===== config.mk =====
export PLATFORM = sky130hd
export DESIGN_NAME = adc_rx_flat
export DESIGN_NICKNAME = d
export VERILOG_FILES = /design/src/rtl/adc_rx_pkg.sv /design/src/rtl/adc_rx_if.sv /design/src/rtl/adc_rx_clkgen.sv /design/src/rtl/adc_rx.sv /design/src/flat_wrapper.sv
export SDC_FILE = /design/constraint.sdc
export NUM_CORES = 1
export LEC_CHECK = 0
export ABC_CLOCK_PERIOD_IN_PS = 1650
export CORE_ASPECT_RATIO = 0.6
export CORE_MARGIN = 3
export CORE_UTILIZATION = 54
export DETAILED_ROUTE_END_ITERATION = 6
export PLACE_DENSITY = 0.82
export SYNTH_ARGS = -nofsm -noshare
export SYNTH_HDL_FRONTEND = slang
export SYNTH_SLANG_ARGS = --single-unit

===== constraint.sdc =====
create_clock -name m_clk -period 1.65 [get_ports m_clk]
set_input_delay 0.33 -clock m_clk [delete_from_list [all_inputs] [get_ports m_clk]]
set_output_delay 0.33 -clock m_clk [all_outputs]
set_load 0.02 [all_outputs]

===== src/rtl/adc_rx_pkg.sv =====
// Shared constants for the adc_rx ADC-path serial receiver.
package adc_rx_pkg;

    localparam int WORD_BITS   = 32;
    localparam int SAMPLE_BITS = 16;
    localparam int FRAME_BCLKS = 64;
    localparam int BIT_IDX_W   = $clog2(FRAME_BCLKS);

endpackage : adc_rx_pkg


===== src/rtl/adc_rx_if.sv =====
// Sample-pair valid/ready link from adc_rx (master) to the downstream DSP (slave).
interface adc_rx_if;

    logic [adc_rx_pkg::SAMPLE_BITS-1:0] left_data;
    logic [adc_rx_pkg::SAMPLE_BITS-1:0] right_data;
    logic                               out_valid;
    logic                               out_ready;

    modport master (
        output left_data,
        output right_data,
        output out_valid,
        input  out_ready
    );

    modport slave (
        input  left_data,
        input  right_data,
        input  out_valid,
        output out_ready
    );

endinterface : adc_rx_if


===== src/rtl/adc_rx_clkgen.sv =====
// Bit-clock / LR-clock generator for the codec master interface.
// fall_evt marks the m_clk edge that takes b_clk from 1 to 0; bit_idx is the
// frame position before that edge's increment.
module adc_rx_clkgen
    import adc_rx_pkg::*;
#(
    parameter int BCLK_DIV = 4
) (
    input  logic                 m_clk,
    input  logic                 reset,
    input  logic                 en,
    output logic                 b_clk,
    output logic                 adc_lr_clk,
    output logic                 fall_evt,
    output logic [BIT_IDX_W-1:0] bit_idx
);

    localparam int                DIV_W       = (BCLK_DIV > 2) ? $clog2(BCLK_DIV) : 1;
    localparam logic [DIV_W-1:0]  DIV_LAST    = DIV_W'(BCLK_DIV - 1);
    localparam logic [DIV_W-1:0]  DIV_HALF_M1 = DIV_W'(BCLK_DIV / 2 - 1);

    logic [DIV_W-1:0]     div_cnt_q, div_cnt_d;
    logic                 b_clk_q, b_clk_d;
    logic                 lr_q, lr_d;
    logic [BIT_IDX_W-1:0] bit_idx_q, bit_idx_d;

    // Next-state for divider, bit clock, frame position and LR clock.
    always_comb begin
        div_cnt_d = div_cnt_q;
        b_clk_d   = b_clk_q;
        lr_d      = lr_q;
        bit_idx_d = bit_idx_q;
        fall_evt  = 1'b0;
        if (!en) begin
            div_cnt_d = '0;
            b_clk_d   = 1'b0;
            lr_d      = 1'b0;
            bit_idx_d = '1;
        end else begin
            if (div_cnt_q == DIV_LAST) begin
                div_cnt_d = '0;
                b_clk_d   = 1'b1;
            end else begin
                div_cnt_d = div_cnt_q + 1'b1;
                if (div_cnt_q == DIV_HALF_M1) begin
                    b_clk_d  = 1'b0;
                    // Only a real 1->0 transition counts; the first half
                    // period after enable starts with b_clk already low.
                    fall_evt = b_clk_q;
                end
            end
            if (fall_evt) begin
                bit_idx_d = bit_idx_q + 1'b1;
                // Left half of the frame is indices 0..31.
                lr_d      = ~bit_idx_d[BIT_IDX_W-1];
            end
        end
    end

    // Clock-generator state registers.
    always_ff @(posedge m_clk) begin
        if (reset) begin
            div_cnt_q <= '0;
            b_clk_q   <= 1'b0;
            lr_q      <= 1'b0;
            bit_idx_q <= '1;
        end else begin
            div_cnt_q <= div_cnt_d;
            b_clk_q   <= b_clk_d;
            lr_q      <= lr_d;
            bit_idx_q <= bit_idx_d;
        end
    end

    assign b_clk      = b_clk_q;
    assign adc_lr_clk = lr_q;
    assign bit_idx    = bit_idx_q;

endmodule : adc_rx_clkgen


===== src/rtl/adc_rx.sv =====
// adc_rx: WM8731 ADC-path receiver, controller as audio-interface master.
// Generates b_clk/adc_lr_clk, deserializes one 32-bit word per LR frame and
// hands the left/right pair downstream through a one-deep buffer.
// Optional: define ADC_RX_OVERRUN_CNT_EN to add the saturating overrun_cnt output.
module adc_rx
    import adc_rx_pkg::*;
#(
    parameter int BCLK_DIV = 4
) (
    input  logic        m_clk,
    input  logic        reset,
    input  logic        en,
    input  logic        adcdat,
    output logic        b_clk,
    output logic        adc_lr_clk,
    adc_rx_if.master    dsp,
    output logic        overrun,
    input  logic        overrun_clr
`ifdef ADC_RX_OVERRUN_CNT_EN
    ,
    output logic [7:0]  overrun_cnt
`endif
);

    logic                   fall_evt;
    logic [BIT_IDX_W-1:0]   bit_idx;

    logic [WORD_BITS-1:0]   shift_q, shift_d;
    logic                   word_done_q, word_done_d;
    logic                   valid_q, valid_d;
    logic [SAMPLE_BITS-1:0] left_q, left_d;
    logic [SAMPLE_BITS-1:0] right_q, right_d;
    logic                   overrun_q, overrun_d;
    logic                   load, drop;

    adc_rx_clkgen #(
        .BCLK_DIV (BCLK_DIV)
    ) u_clkgen (
        .m_clk      (m_clk),
        .reset      (reset),
        .en         (en),
        .b_clk      (b_clk),
        .adc_lr_clk (adc_lr_clk),
        .fall_evt   (fall_evt),
        .bit_idx    (bit_idx)
    );

    // Capture: sample adcdat MSB-first on b_clk falls during the left half.
    // No synchronizer: adcdat changes on b_clk rise, half a bit period earlier.
    always_comb begin
        shift_d     = shift_q;
        word_done_d = 1'b0;
        if (!en) begin
            shift_d = '0;
        end else if (fall_evt && !bit_idx[BIT_IDX_W-1]) begin
            // Bit 31-k equals the bitwise inverse of k over five bits.
            shift_d[~bit_idx[BIT_IDX_W-2:0]] = adcdat;
            word_done_d = (bit_idx == BIT_IDX_W'(WORD_BITS - 1));
        end
    end

    // One-deep output buffer and sticky overrun flag.
    always_comb begin
        load      = word_done_q && (!valid_q || dsp.out_ready);
        drop      = word_done_q && valid_q && !dsp.out_ready;
        valid_d   = valid_q;
        left_d    = left_q;
        right_d   = right_q;
        overrun_d = overrun_q;
        if (load) begin
            valid_d = 1'b1;
            left_d  = shift_q[WORD_BITS-1:SAMPLE_BITS];
            right_d = shift_q[SAMPLE_BITS-1:0];
        end else if (dsp.out_ready) begin
            valid_d = 1'b0;
        end
        if (drop) begin
            overrun_d = 1'b1;
        end else if (overrun_clr) begin
            overrun_d = 1'b0;
        end
    end

    // Datapath and handshake registers.
    always_ff @(posedge m_clk) begin
        if (reset) begin
            shift_q     <= '0;
            word_done_q <= 1'b0;
            valid_q     <= 1'b0;
            left_q      <= '0;
            right_q     <= '0;
            overrun_q   <= 1'b0;
        end else begin
            shift_q     <= shift_d;
            word_done_q <= word_done_d;
            valid_q     <= valid_d;
            left_q      <= left_d;
            right_q     <= right_d;
            overrun_q   <= overrun_d;
        end
    end

    assign dsp.out_valid  = valid_q;
    assign dsp.left_data  = left_q;
    assign dsp.right_data = right_q;
    assign overrun        = overrun_q;

`ifdef ADC_RX_OVERRUN_CNT_EN
    logic [7:0] ovr_cnt_q, ovr_cnt_d;

    // Dropped-word counter; a clear coinciding with a drop leaves a count of one.
    always_comb begin
        ovr_cnt_d = ovr_cnt_q;
        if (overrun_clr) begin
            ovr_cnt_d = drop ? 8'd1 : 8'd0;
        end else if (drop && (ovr_cnt_q != 8'hFF)) begin
            ovr_cnt_d = ovr_cnt_q + 8'd1;
        end
    end

    // Dropped-word counter register.
    always_ff @(posedge m_clk) begin
        if (reset) begin
            ovr_cnt_q <= 8'd0;
        end else begin
            ovr_cnt_q <= ovr_cnt_d;
        end
    end

    assign overrun_cnt = ovr_cnt_q;
`endif

endmodule : adc_rx

===== src/flat_wrapper.sv =====
// flat-port wrapper written by rule: the top's interface ports become plain ports
module adc_rx_flat import adc_rx_pkg::*;
#(
    parameter int BCLK_DIV = 4
)
  (m_clk, reset, en, adcdat, b_clk, adc_lr_clk, overrun, overrun_clr, dsp_left_data, dsp_right_data, dsp_out_valid, dsp_out_ready);
  adc_rx_if dsp_i ();
  input  logic m_clk;
  input  logic reset;
  input  logic en;
  input  logic adcdat;
  output logic b_clk;
  output logic adc_lr_clk;
  output logic overrun;
  input  logic overrun_clr;
  output wire logic [$bits(dsp_i.left_data)-1:0] dsp_left_data;
  output wire logic [$bits(dsp_i.right_data)-1:0] dsp_right_data;
  output wire logic [$bits(dsp_i.out_valid)-1:0] dsp_out_valid;
  input wire logic [$bits(dsp_i.out_ready)-1:0] dsp_out_ready;
  assign dsp_left_data = dsp_i.left_data;
  assign dsp_right_data = dsp_i.right_data;
  assign dsp_out_valid = dsp_i.out_valid;
  assign dsp_i.out_ready = dsp_out_ready;
  adc_rx #(.BCLK_DIV(BCLK_DIV)) u_core (.m_clk(m_clk), .reset(reset), .en(en), .adcdat(adcdat), .b_clk(b_clk), .adc_lr_clk(adc_lr_clk), .dsp(dsp_i), .overrun(overrun), .overrun_clr(overrun_clr));
endmodule

Word level (Yosys, flattened, before mapping)
Cells that the tools add are included.

Output and inout bits: 36. Flip-flop bits (word level): 77.

Equal/unequal tests: 3. Bitwise logic cells: 4. Reduce and logical (&&, ||, !) cells: 15. Multiplexer cells: 13. Add/sub/neg operators: 2. Order comparisons: 2.

Operators with widths (number): $bwmux 32 (1); $mux 1 (11); $add 6x1->6 const B (1); $eq 6x5->1 const B (1); $lt 5x6->1 const B (1); $reduce_bool 2->1 (3); $reduce_or 3->1 (2); $demux 1 s5 (1); $ge 5x1->1 const B (1); $logic_and 1x1->1 (5); $not 5->5 (1); $logic_not 1->1 (3); $not 1->1 (3); $add 2x1->2 const B (1); $eq 2x1->1 const B (1); $eq 2x2->1 const B (1); $reduce_or 2->1 (1); $logic_or 1x1->1 (1).

Longest topological paths before layout
Depth in word-level cells: 8. Depth in mapped cells: 6.

By module
From an unflattened synthesis, not the netlist that was laid out.

Cells, all modules: 362. Area, all modules: 3178.0 µm².

By module, submodules not included: adc_rx (times used 1, seq. area each 1341.3 µm², cells each 309, area each 2701.3 µm²); adc_rx_clkgen (times used 1, seq. area each 200.2 µm², cells each 53, area each 476.7 µm²).

Worst setup path before layout
No wires, ideal clock.

Path type: reg2reg. From: reg u_core.u_clkgen.div_cnt_q[0]. To: reg u_core.u_clkgen.lr_q, in the netlist u_core.u_clkgen.adc_lr_clk. Period minus slack after synthesis: 1.403 ns. Arrival: 1.340 ns. Slack: 0.247 ns. Cell stages (with the launch flop): 5. Path through: dfxtp_1 > ha_1 > nand3b_4 > or4_1 > nand3_1.

Longest elaborated chain between the ends: 4.

RTL lines: start: declaration (RTL line adc_rx_clkgen.sv:22) `logic [DIV_W-1:0] div_cnt_q, div_cnt_d;`; start signal: assignment (RTL line adc_rx_clkgen.sv:68) `div_cnt_q <= div_cnt_d;`; $eq 2x1->1 (RTL line adc_rx_clkgen.sv:45) `if (div_cnt_q == DIV_HALF_M1) begin`; $mux 1 (RTL line adc_rx_clkgen.sv:45); $mux 1 * (RTL line adc_rx_clkgen.sv:40) `if (div_cnt_q == DIV_LAST) begin`; $mux 1 * (RTL line adc_rx_clkgen.sv:34) `if (!en) begin`; end signal: assignment (RTL line adc_rx_clkgen.sv:70) `lr_q <= lr_d;`; end: declaration (RTL line adc_rx_clkgen.sv:24) `logic lr_q, lr_d;`.

Every way passes the cells marked *; elsewhere a longest branch is shown, timed or not. The select of a mux whose other input is x is not followed. A chain may end at the register's enable or synchronous reset.

Final worst setup path
From: reg u_core.left_q[10], in the netlist u_core.dsp.left_data[10]. To: out dsp_left_data[10].

RTL lines: start: declaration (RTL line adc_rx.sv:31) `logic [SAMPLE_BITS-1:0] left_q, left_d;`; start signal: assignment (RTL line adc_rx.sv:97) `left_q <= left_d;`; end: declaration (RTL line flat_wrapper.sv:16) `output wire logic [$bits(dsp_i.left_data)-1:0] dsp_left_data;`.

No word-level cell between the ends.

==> summary.txt <==
Worst setup path
  – Crit path buf inv count: 1
  – Crit-path leading delay family: buffers and inverters
  – Max stage delay on crit path: around 0.60 ns
  – Crit-path cells: clkdlybuf4s50_1
  – Crit Path Max Fanout: 2
  – Type of origin of the critical path: flip-flop
  – WS Path Type: flip-flop to output port
  – Worst EP required: between 1 and 1.5 ns
  – CP endpoint kind: output port
  – Slowest-stage cell, CP: clkdlybuf4s50_1
  – Crit path DAT: between 1 and 1.5 ns

Finish
  – Commonest non-fill, non-tap cell in the layout: dfxtp_1
  – Share of post-route cells with drive strength above 1: 9.65%
  – Area Growth Syn to Fin: 24.2%
  – Most frequent cells in the layout: 77 x dfxtp_1, 67 x nand3_1, 36 x nand2_1, 36 x a21oi_1, 34 x o21ai_0
  – ANT cells: 0
  – Fin cells: ~480
  – Layout net count: just over 400

Run status
  – Status: finished clean

Synthesis
  – Synth Register Bits: 77
  – Number of synthesized flops with an enable pin: 0
  – Yosys top cell by area: dfxtp_1
  – Synthesized area per cell: between 8 and 9 um2
  – Synth Cell Area: between 0.003 and 0.004 mm2
  – Ys Warns: 0
  – Sequential-to-total area share from yosys stat: between 40 and 50%
  – Share of synthesized flip-flops with an asynchronous set or reset: 0%
  – Top-area cell type share of the netlist area: around 48%
  – Main synth FF type: dfxtp_1
  – Syn Inst Count: 365
  – Synth cell types: 35
  – Synth area leaders: dfxtp_1 48%, nand3_1 10%, mux2i_1 9.9%
  – Syn Nets: about 380

Detailed routing
  – DRC violations left: 0
  – WL/cell: roughly 15 um
  – Vias/cell: around 5.5
  – Drt pass-1 iters: 4
  – Vias post-DR: 2671
  – Post-DRT Antenna Nets: 0
  – 1st-iter DRT viols: roughly 160
  – Drt total wl: 7070 um

Power and ir drop
  – Net Sw Frac: 22.0%
  – Pint: roughly 2.6 mW
  – PD cells: around 840 mW/mm2
  – Sequential share of power: between 50% and 60%
  – Clock share of power: 42.3%
  – Pwr Total: approximately 3.4 mW
  – LEAKAGE: between 2 and 2.5 nW
  – Comb pwr share: under 10%
  – Worst VDD drop: 0.529 mV
  – P_sw: 743 uW

STA
  – Slew margin rel.: 76.2%
  – Fin crit period: 1.61 ns
  – Worst hold margin: ~0.46 ns
  – Fin crit share: 97.6%
  – Final setup violation count: 0
  – Fmax: 621 MHz
  – RSZ-0062 raised after global routing: no
  – Slew @ Worst Pin: between 0.3 and 0.4 ns
  – Fin. Hold Viols: 0
  – Clk_skew: 0.00964 ns
  – Final Max Tran Viols: 0

CTS
  – CTS Hold Bufs: 0
  – CTS Root Cell: clkbuf_8
  – Clock latency on the worst-skew pair: approximately 0.35 ns
  – Clock transition at the registers of the reported paths: 0.08 ns
  – Number of H-tree levels: 3
  – TritonCTS Sinks: 77
  – Clock buffer depth: 2
  – CTS tree: built
  – TritonCTS Buffers: 9

Floorplanning
  – I/O pin count: 42
  – CORE AREA: ~0.0057 mm2
  – Cell row count: 21
  – DIE AREA: between 0.006 and 0.007 mm2
  – Die Span Y: 65.9 um
  – Die width: between 100 and 150 um
  – Initial core utilization: 56.9%

Flow run
  – Max-capacitance violation count: 0

Global routing
  – Congestion Overflow GR: 0
  – Largest net degree at the start of global routing: 34
  – Initial antenna violation count: 0
  – Gr usage total: between 20 and 25%
  – Vias in the first global route: around 2.6k
  – First-pass GRT wire length: between 10000 and 15000 um

Worst hold path
  – Hold/Removal Path Class: flip-flop to flip-flop

Placement
  – DP HPWL: between 4000 and 5000 um
  – PortBufs: between 40 and 50
  – Placed cells: 468
  – Final GP Congestion: roughly 0.8
==> synth_stat cells, types with 2 or more instances <==
master	n
dfxtp_1	77
nand3_1	67
a21oi_1	36
nand2_1	36
o21ai_0	34
mux2i_1	32
clkbuf_1	18
buf_2	12
ha_1	6
inv_1	5
and4b_1	4
nor2_1	4
and3b_1	3
buf_4	3
nor2b_1	3
buf_1	2
nand2b_1	2
nor3_1	2
or3_1	2
xnor2_1	2
==> registers in the layout, indices dropped and copies added, names as in the netlist <==
name,flops
u_core.u_clkgen.b_clk,1
u_core.dsp.right_data,16
u_core.u_clkgen.adc_lr_clk,1
u_core.dsp.out_valid,1
u_core.u_clkgen.div_cnt_q,2
u_core.overrun,1
u_core.word_done_q,1
u_core.u_clkgen.bit_idx,6
u_core.shift_q,32
u_core.dsp.left_data,16
==> per-layer routing <==
layer | global-route usage [%] | vias to the layer above | share of wire [%]
li1 | - | 1334 | -
met1 | 27.8 | 1244 | 48
met5 | 0 | - | 0
met3 | 8.00 | 12 | 6.4
met4 | 7.27 | 0 | 1.4
met2 | 35.4 | 81 | 44
==> timing repair <==
| action | in CTS | in global routing |
|---|---|---|
| gates resized for setup | 3 | 28 |
| setup endpoints to repair | 3 | 42 |
| buffers inserted | 0 | 0 |
| pin swaps | 0 | 0 |
| gates cloned | 0 | 0 |
==> path summary, 6_finish.rpt <==
kind | to | depth (start not counted) | startpoint | slack, ns
setup / recovery | dsp_left_data[10] | 1 | u_core.dsp.left_data[10]$_SDFFE_PP0P_ | 0.04
hold / removal | u_core.dsp.right_data[14]$_SDFFE_PP0P_ | 2 | u_core.shift_q[14]$_SDFFE_PP0P_ | 0.46
setup reg to reg | u_core.u_clkgen.adc_lr_clk$_SDFFE_PP0P_ | 4 | u_core.u_clkgen.div_cnt_q[0]$_SDFF_PP0_ | 0.12
hold reg to reg | u_core.dsp.right_data[14]$_SDFFE_PP0P_ | 2 | u_core.shift_q[14]$_SDFFE_PP0P_ | 0.46
==> power groups by stage <==
stage | combinational (mW) | sequential, mW | clock, mW
after floorplan | 0.0511 | 1.90 | 0
after global routing | 0.0957 | 1.86 | 1.53
final | 0.0866 | 1.86 | 1.43
after global placement | 0.0854 | 1.90 | 0
after CTS | 0.0875 | 1.86 | 1.45
after detailed placement | 0.0862 | 1.90 | 0
==> stage by stage <==
stage	setup slack [ns]	cell area (um2)	utilization [%]	setup TNS, ns
6_report	0.0392	4010	70.6	0
5_1_grt	0.000584	4010	70.6	0
2_1_floorplan	0.247	3230	-	0
4_1_cts	0.00342	3940	69.4	0
3_5_place_dp	-0.129	3740	65.9	-1.56
3_3_place_gp	-0.0297	3740	65.9	-0.157
==> final cells by class <==
type | instances | area, um2
clock inverters | 5 | 60.1
repair buffers | 59 | 644
well taps | 80 | 100
inverters | 5 | 18.8
fillers | 448 | 1670
clock buffers | 11 | 141
multi-input cells | 247 | 1500
flip-flops and latches | 77 | 1540
==> cell families after synthesis <==
logic type / synth area share, %
buf+inv: 5.82
mux: 9.93
fa+ha+maj: 2.33
flops: 47.8
simple gates: 22.1
xor+xnor: 0.543
compound gates: 11.6
Power figures use the tool's default switching activity.
